--- src/rtl/arb_pkg.sv ---
// Shared types and elaboration helpers for the bus arbiter/mux.
package arb_pkg;

    localparam int unsigned MAX_VECS = 64;

    typedef enum logic {
        IDLE = 1'b0,
        BUSY = 1'b1
    } arb_state_e;

    // Watchdog counter width; never narrower than one bit so the register exists.
    function automatic int unsigned cnt_width(input int unsigned timeout);
        return (timeout == 0) ? 1 : $clog2(timeout + 1);
    endfunction

    function automatic int unsigned idx_width(input int unsigned n);
        return (n > 1) ? $clog2(n) : 1;
    endfunction

    function automatic int unsigned onehot_to_idx(input logic [MAX_VECS-1:0] oh);
        int unsigned idx;
        idx = 0;
        for (int unsigned i = 0; i < MAX_VECS; i++) begin
            if (oh[i]) idx = i;
        end
        return idx;
    endfunction

endpackage

--- src/rtl/bus_arbiter_mux_rr_picker.sv ---
// Combinational winner pick: lowest index (fixed priority) or first set
// index above the pointer with wrap (round-robin).
module rr_picker
    import arb_pkg::*;
#(
    parameter  int unsigned NUM_VECS = 2,
    parameter  int unsigned PRIORITY = 0,
    localparam int unsigned IDX_W    = idx_width(NUM_VECS)
) (
    input  logic [NUM_VECS-1:0] i_req,
    input  logic [IDX_W-1:0]    i_ptr,
    output logic [NUM_VECS-1:0] o_onehot,
    output logic [IDX_W-1:0]    o_idx
);

    // Smallest search distance wins; distance is the index itself in fixed-priority mode.
    always_comb begin
        int unsigned w_best;
        int unsigned w_dist;
        o_onehot = '0;
        w_best   = NUM_VECS;
        w_dist   = 0;
        for (int unsigned i = 0; i < NUM_VECS; i++) begin
            w_dist = (PRIORITY != 0) ? i
                   : (i + NUM_VECS - 1 - 32'(i_ptr)) % NUM_VECS;
            if (i_req[i] && (w_dist < w_best)) begin
                w_best      = w_dist;
                o_onehot    = '0;
                o_onehot[i] = 1'b1;
            end
        end
    end

    assign o_idx = IDX_W'(onehot_to_idx(MAX_VECS'(o_onehot)));

endmodule

--- src/rtl/bus_arbiter_mux.sv ---
// Request/grant/ack arbiter that places one requester's vector on a shared
// registered bus, with held grants and an optional watchdog release.
module bus_arbiter_mux
    import arb_pkg::*;
#(
    parameter int unsigned NUM_VECS = 2,
    parameter int unsigned VEC_BITS = 32,
    parameter int unsigned PRIORITY = 0,
    parameter int unsigned TIMEOUT  = 0
) (
    input  logic                         clk_i,
    input  logic                         rst_ni,
    input  logic [NUM_VECS-1:0]          req_i,
    input  logic [NUM_VECS*VEC_BITS-1:0] vectors_i,
    input  logic                         ack_i,
    output logic [NUM_VECS-1:0]          grant_o,
    output logic [VEC_BITS-1:0]          vector_o,
    output logic                         valid_o,
    output logic                         timeout_o
);

    localparam int unsigned IDX_W = idx_width(NUM_VECS);
    localparam int unsigned CNT_W = cnt_width(TIMEOUT);
    localparam logic [CNT_W-1:0] CNT_MAX  = '1;
    localparam logic [CNT_W-1:0] CNT_LAST = CNT_W'((TIMEOUT > 0) ? TIMEOUT - 1 : 0);

    arb_state_e            r_state;
    logic [NUM_VECS-1:0]   r_grant;
    logic [VEC_BITS-1:0]   r_vector;
    logic                  r_valid;
    logic                  r_timeout;
    logic [IDX_W-1:0]      r_rr_ptr;
    logic [CNT_W-1:0]      r_cnt;

    logic [NUM_VECS-1:0]   w_pick_oh;
    logic [IDX_W-1:0]      w_pick_idx;
    logic [NUM_VECS-1:0]   w_mux_sel;
    logic [VEC_BITS-1:0]   w_mux_vec;
    logic                  w_req_held;
    logic                  w_tmo_hit;

    rr_picker #(
        .NUM_VECS (NUM_VECS),
        .PRIORITY (PRIORITY)
    ) u_picker (
        .i_req    (req_i),
        .i_ptr    (r_rr_ptr),
        .o_onehot (w_pick_oh),
        .o_idx    (w_pick_idx)
    );

    // Select the fresh winner while idle, the frozen grant while busy.
    assign w_mux_sel  = (r_state == BUSY) ? r_grant : w_pick_oh;
    assign w_req_held = |(req_i & r_grant);
    assign w_tmo_hit  = (TIMEOUT != 0) && (r_cnt == CNT_LAST);

    always_comb begin
        w_mux_vec = '0;
        for (int unsigned n = 0; n < NUM_VECS; n++) begin
            w_mux_vec = w_mux_vec
                      | (vectors_i[n*VEC_BITS +: VEC_BITS] & {VEC_BITS{w_mux_sel[n]}});
        end
    end

    // Release priority while busy: ack, then request drop, then watchdog.
    always_ff @(posedge clk_i or negedge rst_ni) begin
        if (!rst_ni) begin
            r_state   <= IDLE;
            r_grant   <= '0;
            r_vector  <= '0;
            r_valid   <= 1'b0;
            r_timeout <= 1'b0;
            r_rr_ptr  <= IDX_W'(NUM_VECS - 1);
            r_cnt     <= '0;
        end else begin
            r_timeout <= 1'b0;
            if (r_state == IDLE) begin
                if (|req_i) begin
                    r_state  <= BUSY;
                    r_grant  <= w_pick_oh;
                    r_valid  <= 1'b1;
                    r_vector <= w_mux_vec;
                    r_rr_ptr <= w_pick_idx;
                    r_cnt    <= '0;
                end
            end else begin
                if (ack_i || !w_req_held || w_tmo_hit) begin
                    r_state   <= IDLE;
                    r_grant   <= '0;
                    r_valid   <= 1'b0;
                    r_vector  <= '0;
                    r_timeout <= !ack_i && w_req_held;
                end else begin
                    r_vector <= w_mux_vec;
                    if (r_cnt != CNT_MAX) r_cnt <= r_cnt + CNT_W'(1);
                end
            end
        end
    end

    assign grant_o   = r_grant;
    assign vector_o  = r_vector;
    assign valid_o   = r_valid;
    assign timeout_o = r_timeout;

endmodule

--- config.mk ---
export PLATFORM = sky130hd
export DESIGN_NAME = bus_arbiter_mux
export DESIGN_NICKNAME = d
export VERILOG_FILES = /design/src/rtl/arb_pkg.sv /design/src/rtl/bus_arbiter_mux_rr_picker.sv /design/src/rtl/bus_arbiter_mux.sv
export SDC_FILE = /design/constraint.sdc
export NUM_CORES = 1
export LEC_CHECK = 0
export BUFFER_PORTS_ARGS = -buffer_cell sky130_fd_sc_hd__buf_2
export CORE_ASPECT_RATIO = 1.2
export CORE_MARGIN = 2
export CORE_UTILIZATION = 30
export CTS_CLUSTER_SIZE = 8
export DETAILED_ROUTE_END_ITERATION = 10
export PLACE_DENSITY = 0.63
export SYNTH_ARGS = -nofsm -noshare
export SYNTH_HDL_FRONTEND = slang
export SYNTH_HIERARCHICAL = 1
export SYNTH_SLANG_ARGS = --single-unit
--- constraint.sdc ---
create_clock -name clk_i -period 1.49 [get_ports clk_i]
set_clock_uncertainty 0.1 [all_clocks]
set_input_delay 0.2235 -clock clk_i [delete_from_list [all_inputs] [get_ports clk_i]]
set_output_delay 0.2235 -clock clk_i [all_outputs]
set_load 0.05 [all_outputs]
==> impl_results.md, run 1 <==
- Proportion of netlist area held by the largest area contributor: 51.1%
- Max Root-Sink Buffers: 2
- Worst path arrival time: ~1.7 ns
- Clock Tree Root: clkbuf_8
- Peak supply drop: 0.000587 V
- Critical-path cell list: buf_4 > a21boi_2 > mux2_4 > buf_12 > a22oi_2 > o21ai_1
- Fmax: a little over 0.6 GHz
- Vias: roughly 1,700
- Final Hold Violating Endpoints: 0
- Worst-Skew Late Latency: 0.29 ns
- Die span in y: a little under 90 um
- Worst path bufs/invs: 2
- RSZ-0062 raised after global routing: yes
- Wire per inst: 13.2 um
- CTS tree: done
- Status: complete, but fails checks
- Max incr delay on CP: between 0.5 and 0.6 ns
- Share of layout cells above drive strength 1: about three fifths
- WP data required: 1.56 ns
- Sequential share of the synthesized area: 52.6%
- Max-cap violations: 0
- Starting Density: 31.1%
- Worst setup path category: reg -> reg
- Buffers on Ports: a little over 100
- Syn Area/Cell: ~10 sq um
- Synth top area cells: dfrtp_1 (51%), a22oi_1 (12%), o21ai_1 (8.5%), nand2_1 (7.0%), buf_6 (4.5%)
- Total chip power: 4.53 mW
- Pin count of the biggest net entering global routing: 21
- Mapped Nets: 240
- Placed cell area: 2600 sq um
- CTS sink count: 37
- Number of remaining DRC errors: 0
- CP Capture Type: flip-flop
- Slew Limit Fails: 0
- Yosys top cell by area: dfrtp_1
- Die Wd: 74.0 um
- Vias in the first global route: between 1,500 and 2,000
- Routed vias/inst: 4.67
- Placed cells: ~350
- Antenna violations before repair: 0
- DR pass1 iterations: 4
- Yosys reg bits: 37
- Cell Rows: 30
- Part of the cycle the worst path needs: 108%
- RD Place Congestion: 0.727
- GRT Util Overall: 14.7%
- R2R Setup Slk: -0.13 ns
- Ant diodes: 0
- Synthesis-to-finish area growth: 57.4%
- YS warnings: 6
- Total congestion overflow: 0
- Sequential cell area: between 900 and 1000 sq um
- Layout Cells excl Fill: ~370
- Yosys cell types: 26
- CP startpoint kind: flip-flop
- HPWL Detailed: 3570 um
- Fill cell count: about 540
- Die Footprint: 6510 sq um
- Pwr dens: around 1600 nW/um^2
- Hold Crit Class: in -> reg
- Critical path's top delay family: flip-flops
- Crit Path Max Fanout: 15
- Synthesized instance count: 171
- Setup TNS: -3.38 ns
- Global-route wire length before repair: 7290 um
- PnR worst setup slack: -0.125 ns
- IO Pins: approximately 110
- Core area: ~5700 sq um
- CTS Buf Count: 5
- Initial DRC Count: 39
- Area occupied by multi-input gates: 843 sq um
- Cell Area, Synth: ~1800 sq um
- Leak: 1.34 nW
- Fin nets: about 360
- Post-Route Utilization: 49.0%
- Total wire length: 4870 um
- ANT nets after route: 0
- Max stage delay cell, worst path: dfstp_2
- Clock transition at path regs: 0.08 ns
- Minimum clock period: 1.62 ns
- Fin area: 2780 sq um
- H-tree depth: 2
- Setup-failing EPs final: 31
- Failing checks: setup timing
-- cell usage after synthesis --
cell type  count
buf_4          2
dfstp_2        1
conb_1         1
nor2_1         2
o31ai_1        1
nand2_1       33
clkbuf_1       2
dfrtp_1       36
buf_6          7
mux2_4         2
a22oi_1       29
nor3_4         1
a22o_1         1
a21oi_1        1
o32ai_1        1
or3_1          1
o22a_2         1
o21ai_0        2
mux2_2         1
mux2i_1        1
a22oi_2        4
o31a_1         1
a21boi_1       2
buf_2          4
o21ai_1       30
inv_1          4
-- layout make-up --
class,count,share of cell area [%]
flip-flops and latches,37,33.4
multi-input cells,115,30.4
repair buffers,124,29.0
well taps,80,3.60
clock buffers,5,2.48
clock inverters,3,0.631
inverters,4,0.541
-- kinds of logic after synthesis --
group | count (synthesis) | synth area share, %
muxes | 4 | 2.91
other | 1 | 0.213
buffers and inverters | 19 | 7.73
and+or+nand+nor | 37 | 8.72
DFF | 37 | 52.6
AOI/OAI and AO/OA | 73 | 27.9
-- state kept, by name, summed over array words and instances (netlist names) --
register  flops
vector_o     32
r_rr_ptr      1
grant_o       2
r_state       1
valid_o       1
-- cell usage in the layout, fill, tap and decap left out, drive strengths merged, types with 2 or more instances in the layout --
cell    count
o21ai      32
clkinv      2
buf       122
a21boi      2
a22oi      33
inv         4
nand2      33
clkbuf      6
mux2        3
nor2        2
dfrtp      36
-- metrics by stage --
stage	hold WS (ns)	worst slack (ns)
2_1_floorplan	-0.172	-0.0553
3_3_place_gp	0.0919	-0.000431
3_5_place_dp	0.0985	-0.0476
4_1_cts	0.0836	-0.0562
5_1_grt	0.0969	-0.179
6_report	0.0995	-0.125
-- routing by layer --
metal	wire (um)	global-route usage (%)	up-vias	part of all wire (%)
met4	46	5.12	0	0.94
met2	2440	26.1	66	50
met3	317	4.03	5	6.5
met5	0	0	-	0
li1	-	-	847	-
met1	2070	16.8	801	42
-- power breakdown --
part	switching, mW	internal (mW)	leakage, nW	total, mW
clock	0.357	0.323	0.0439	0.679
combinational	1.57	0.887	0.805	2.45
sequential	0.144	1.26	0.488	1.40
-- tightest hold or removal path, stage by stage --
cell     delay (ns)
buf_2          0.08
a22oi_2        0.04
o21ai_1        0.10
-- path summary, 6_finish.rpt --
| path | start | end | cells past startpoint |
|---|---|---|---|
| max in group asynchronous | rst_ni | vector_o[19]$_DFFE_PN0P_ | 3 |
| max reg2reg | r_rr_ptr$_DFFE_PN1P_ | vector_o[17]$_DFFE_PN0P_ | 6 |
| max | r_rr_ptr$_DFFE_PN1P_ | vector_o[17]$_DFFE_PN0P_ | 6 |
| min in group asynchronous | rst_ni | vector_o[8]$_DFFE_PN0P_ | 2 |
| min reg2reg | vector_o[13]$_DFFE_PN0P_ | vector_o[13]$_DFFE_PN0P_ | 2 |
| min | vectors_i[61] | vector_o[29]$_DFFE_PN0P_ | 3 |
-- repair_timing --
| action | 4_1_cts | 5_1_grt |
|---|---|---|
| setup endpoints to repair | 30 | 32 |
| cloned | 1 | 1 |
| hold buffers | 1 | 0 |
| buffers inserted | 2 | 1 |
| hold endpoints to repair | 16 | 0 |
| resized for setup | 3 | 3 |
| pin swaps | 0 | 2 |
Note: power is estimated with default switching activity, not from simulation.
==> inputs of run 2 (changes only) <==
--- a/config.mk
+++ b/config.mk
@@ -5,13 +5,14 @@
 export SDC_FILE = /design/constraint.sdc
 export NUM_CORES = 1
 export LEC_CHECK = 0
+export ABC_AREA = 1
 export BUFFER_PORTS_ARGS = -buffer_cell sky130_fd_sc_hd__buf_2
 export CORE_ASPECT_RATIO = 1.2
 export CORE_MARGIN = 2
 export CORE_UTILIZATION = 30
 export CTS_CLUSTER_SIZE = 8
 export DETAILED_ROUTE_END_ITERATION = 10
-export PLACE_DENSITY = 0.63
+export PLACE_DENSITY = 0.62
 export SYNTH_ARGS = -nofsm -noshare
 export SYNTH_HDL_FRONTEND = slang
 export SYNTH_HIERARCHICAL = 1
==> run 2 against run 1 <==
Net effect: the flow still finishes with violations (setup timing); highest routed layer unchanged; via count up 17%; critical path type unchanged; first-iteration DRC count up 110%; cell count up 27%; synthesized area up 6.6%.
==> impl_results.md, run 2 <==
- Status: complete, but fails checks (unchanged)
- Failing checks: setup timing (unchanged)
- Pin count of the biggest net entering global routing: 22 (was 21)
- R2R Path Start: r_rr_ptr$_DFFE_PN1P_ (unchanged)
- Pwr dens: 1580 nW/um^2 (was 1630 nW/um^2)
- Worst path arrival time: 1.61 ns (was 1.69 ns)
- Cell Rows: 31 (was 30)
- Die Wd: 76.3 um (was 74.0 um)
- Global-route wire length before repair: 8660 um (was 7290 um)
- Portion of netlist area occupied by mux cells: 0% (was 2.91%)
- CP Capture Type: flip-flop (unchanged)
- Hold_sp: vectors_i[44] (was vectors_i[61])
- H-tree depth: 2 (unchanged)
- Buffers on Ports: 103 (unchanged)
- DR pass1 iterations: 4 (unchanged)
- Setup-failing EPs final: 6 (was 31)
- Max stage delay cell, worst path: dfstp_2 (unchanged)
- Worst hold endpoint: vector_o[12]$_DFFE_PN0P_ (was vector_o[29]$_DFFE_PN0P_)
- WP data required: 1.61 ns (was 1.56 ns)
- Hold Crit Class: in -> reg (unchanged)
- Total congestion overflow: 0 (unchanged)
- Leak: 1.68 nW (was 1.34 nW)
- Max-cap violations: 0 (unchanged)
- Fmax: 0.669 GHz (was 0.619 GHz)
- Crit Path Max Fanout: 9 (was 15)
- Compound-Gate Fraction of Synth Area: 1.06% (was 27.9%)
- CP dominant cell by count: nand2_1
- CTS sink count: 37 (unchanged)
- Fraction of registers with async set/reset: 100% (unchanged)
- Worst path bufs/invs: 2 (unchanged)
- Vias: 2,007 (was 1,719)
- Most frequent cells in the layout: nand2_1 (201), buf_2 (103), dfrtp_1 (36) (was buf_2 (103), dfrtp_1 (35), nand2_1 (33))
- Ant diodes: 0 (unchanged)
- Yosys reg bits: 37 (unchanged)
- Routed vias/inst: 4.31 (was 4.67)
- Pre-CTS setup slack: -0.0217 ns (was -0.0476 ns)
- Worst-Skew Late Latency: 0.28 ns (was 0.29 ns)
- Wire per inst: 10.9 um (was 13.2 um)
- CTS Buf Count: 5 (unchanged)
- PnR worst setup slack: -0.00458 ns (was -0.125 ns)
- Synthesized instance count: 277 (was 171)
- Post-synth EDFFs: 0 (unchanged)
- R2R Setup Slk: -0.005 ns (was -0.13 ns)
- Proportion of netlist area held by the largest area contributor: 47.9% (was 51.1%)
- Final Hold Violating Endpoints: 0 (unchanged)
- Core area: 6050 sq um (was 5670 sq um)
- Post-CTS Setup Repair Bufs: 0 (was 2)
- Vias in the first global route: 1,966 (was 1,606)
- Total wire length: 5060 um (was 4870 um)
- Worst hold slack: 0.124 ns (was 0.0995 ns)
- Die span in y: 90.7 um (was 88.0 um)
- Most common cell after layout, fill and taps aside: nand2_1 (was buf_2)
- List of most frequent post-synthesis cells: nand2_1 (209), dfrtp_1 (36), buf_2 (12) (was dfrtp_1 (36), nand2_1 (33), o21ai_1 (30))
- GRT Util Overall: 15.4% (was 14.7%)
- Synth top area cells: dfrtp_1 (48%), nand2_1 (42%), buf_2 (3.2%), nand3_1 (1.6%), dfstp_2 (1.4%) (was dfrtp_1 (51%), a22oi_1 (12%), o21ai_1 (8.5%), nand2_1 (7.0%), buf_6 (4.5%))
- Peak supply drop: 0.000756 V (was 0.000587 V)
- Syn Area/Cell: 6.79 sq um (was 10.3 sq um)
- Initial DRC Count: 80 (was 39)
- Yosys cell types: 14 (was 26)
- Clock transition at path regs: 0.07 ns (was 0.08 ns)
- Synthesis-to-finish area growth: 41.0% (was 57.4%)
- CP startpoint kind: flip-flop (unchanged)
- RD Place Congestion: 0.781 (was 0.727)
- Hold Crit Depth: 5 (was 3)
- Xor-xnor portion of the synthesized cell area: 0% (unchanged)
- Sequential share of the synthesized area: 49.3% (was 52.6%)
- Die Footprint: 6920 sq um (was 6510 sq um)
- Fin nets: 453 (was 356)
- Yosys top cell by area: dfrtp_1 (unchanged)
- IO Pins: 105 (unchanged)
- Slew Limit Fails: 0 (unchanged)
- Share of layout cells above drive strength 1: 35.2% (was 59.7%)
- Number of remaining DRC errors: 0 (unchanged)
- Max Root-Sink Buffers: 2 (unchanged)
- Mapped Nets: 346 (was 240)
- RSZ-0062 raised after global routing: yes (unchanged)
- Critical path's top delay family: flip-flops (unchanged)
- Max reg flops: 32 (unchanged)
- YS warnings: 6 (unchanged)
- Adder-cell share of the synthesized area: 0% (unchanged)
- CTS tree: done (unchanged)
- Antenna violations before repair: 0 (unchanged)
- Part of the cycle the worst path needs: 100% (was 108%)
- ANT nets after route: 0 (unchanged)
- Minimum clock period: 1.49 ns (was 1.62 ns)
- Starting Density: 31.1% (about the same)
- Most used standard cell by instance count after synthesis: nand2_1 (was dfrtp_1)
- Top FF cell, synth: dfrtp_1 (unchanged)
- Clock Tree Root: clkbuf_8 (unchanged)
- Cell Area, Synth: 1880 sq um (was 1760 sq um)
- Post-Synth Simple-Gate Area: 44.6% (was 8.72%)
- Worst setup path category: reg -> reg (unchanged)
- Reg-to-Reg End: vector_o[28]$_DFFE_PN0P_ (was vector_o[17]$_DFFE_PN0P_)
- Post-Route Utilization: 43.8% (was 49.0%)
- Max incr delay on CP: 0.56 ns (was 0.55 ns)
- Number of cells on the worst reg-to-reg path: 9 (was 6)
- Critical-path cell list: inv_2 > a21oi_2 > nand2_2 > nand2_4 > buf_6 > nand2_1 > nand2_1 > nand2_1 > nand2_1 (was buf_4 > a21boi_2 > mux2_4 > buf_12 > a22oi_2 > o21ai_1)
- HPWL Detailed: 3750 um (was 3570 um)
- Largest family of logic cells by synthesized area: simple AND/OR/NAND/NOR gates (was compound AO/OA/AOI/OAI gates)
==> run 2: cell types whose count changed after synthesis, moves of 4 or more <==
cell     change
nand2_1    +176
a22oi_2      -4
buf_2        +8
nand3_1      +6
buf_6        -7
a22oi_1     -29
o21ai_1     -30
==> run 2: area by class of cell <==
type / instances / area, sq um
fillers: 670 / 3400
flip-flops and latches: 37 / 927
multi-input cells: 222 / 888
repair buffers: 114 / 632
well taps: 82 / 103
clock buffers: 7 / 86.3
inverters: 4 / 15.0
==> run 2: per-layer routing <==
layer,vias to the layer above,track usage [%],share of wire [%]
met5,-,0,0
met1,893,17.0,42
met2,65,28.5,52
met4,0,5.45,1.9
li1,1038,-,-
met3,11,3.60,4.9
==> run 2: logic make-up after synthesis <==
family / count (synthesis)
AOI/OAI and AO/OA: 2
and+or+nand+nor: 219
other: 1
DFF: 37
buffers and inverters: 18
==> run 2: stage by stage <==
step	setup TNS (ns)	instances	power, mW	instance area (sq um)
5_1_grt	-3.09	466	4.49	2650
6_report	-0.0180	466	4.19	2650
3_5_place_dp	-0.155	457	3.45	2500
3_3_place_gp	0	457	3.44	2500
4_1_cts	-0.126	466	4.20	2620
2_1_floorplan	0	277	2.89	1880
==> run 2: timing repair <==
item,4_1_cts,5_1_grt
endpoints found under the setup margin,20,32
gates cloned,1,0
gates resized for setup,4,12
hold endpoints to repair,16,0
pin swaps,0,5
hold buffers,1,0
==> run 2: worst max-delay path by stage <==
stage,from,to,slack [ns],cells past startpoint
detailed placement,r_rr_ptr$_DFFE_PN1P_,vector_o[28]$_DFFE_PN0P_,-0.02,9
floorplan,grant_o[1]$_DFFE_PN0P_,vector_o[10]$_DFFE_PN0P_,0.05,7
global route,r_rr_ptr$_DFFE_PN1P_,vector_o[25]$_DFFE_PN0P_,-0.13,9
finish,r_rr_ptr$_DFFE_PN1P_,vector_o[28]$_DFFE_PN0P_,-0.005,9
global placement,r_rr_ptr$_DFFE_PN1P_,vector_o[28]$_DFFE_PN0P_,0.003,9
CTS,r_rr_ptr$_DFFE_PN1P_,vector_o[19]$_DFFE_PN0P_,-0.02,9
==> run 2: tightest hold or removal path: cells and delay by family <==
family / cells / cell delay (ns)
buffers and inverters: 1 / 0.07
AND/OR/NAND/NOR: 4 / 0.18
==> run 2: power breakdown <==
part	total (mW)	switching [mW]	leakage [nW]	internal, mW
Combinational	2.10	1.54	1.15	0.553
Clock	0.696	0.329	0.0443	0.367
Sequential	1.40	0.146	0.488	1.25
Total	4.19	2.02	1.68	2.17
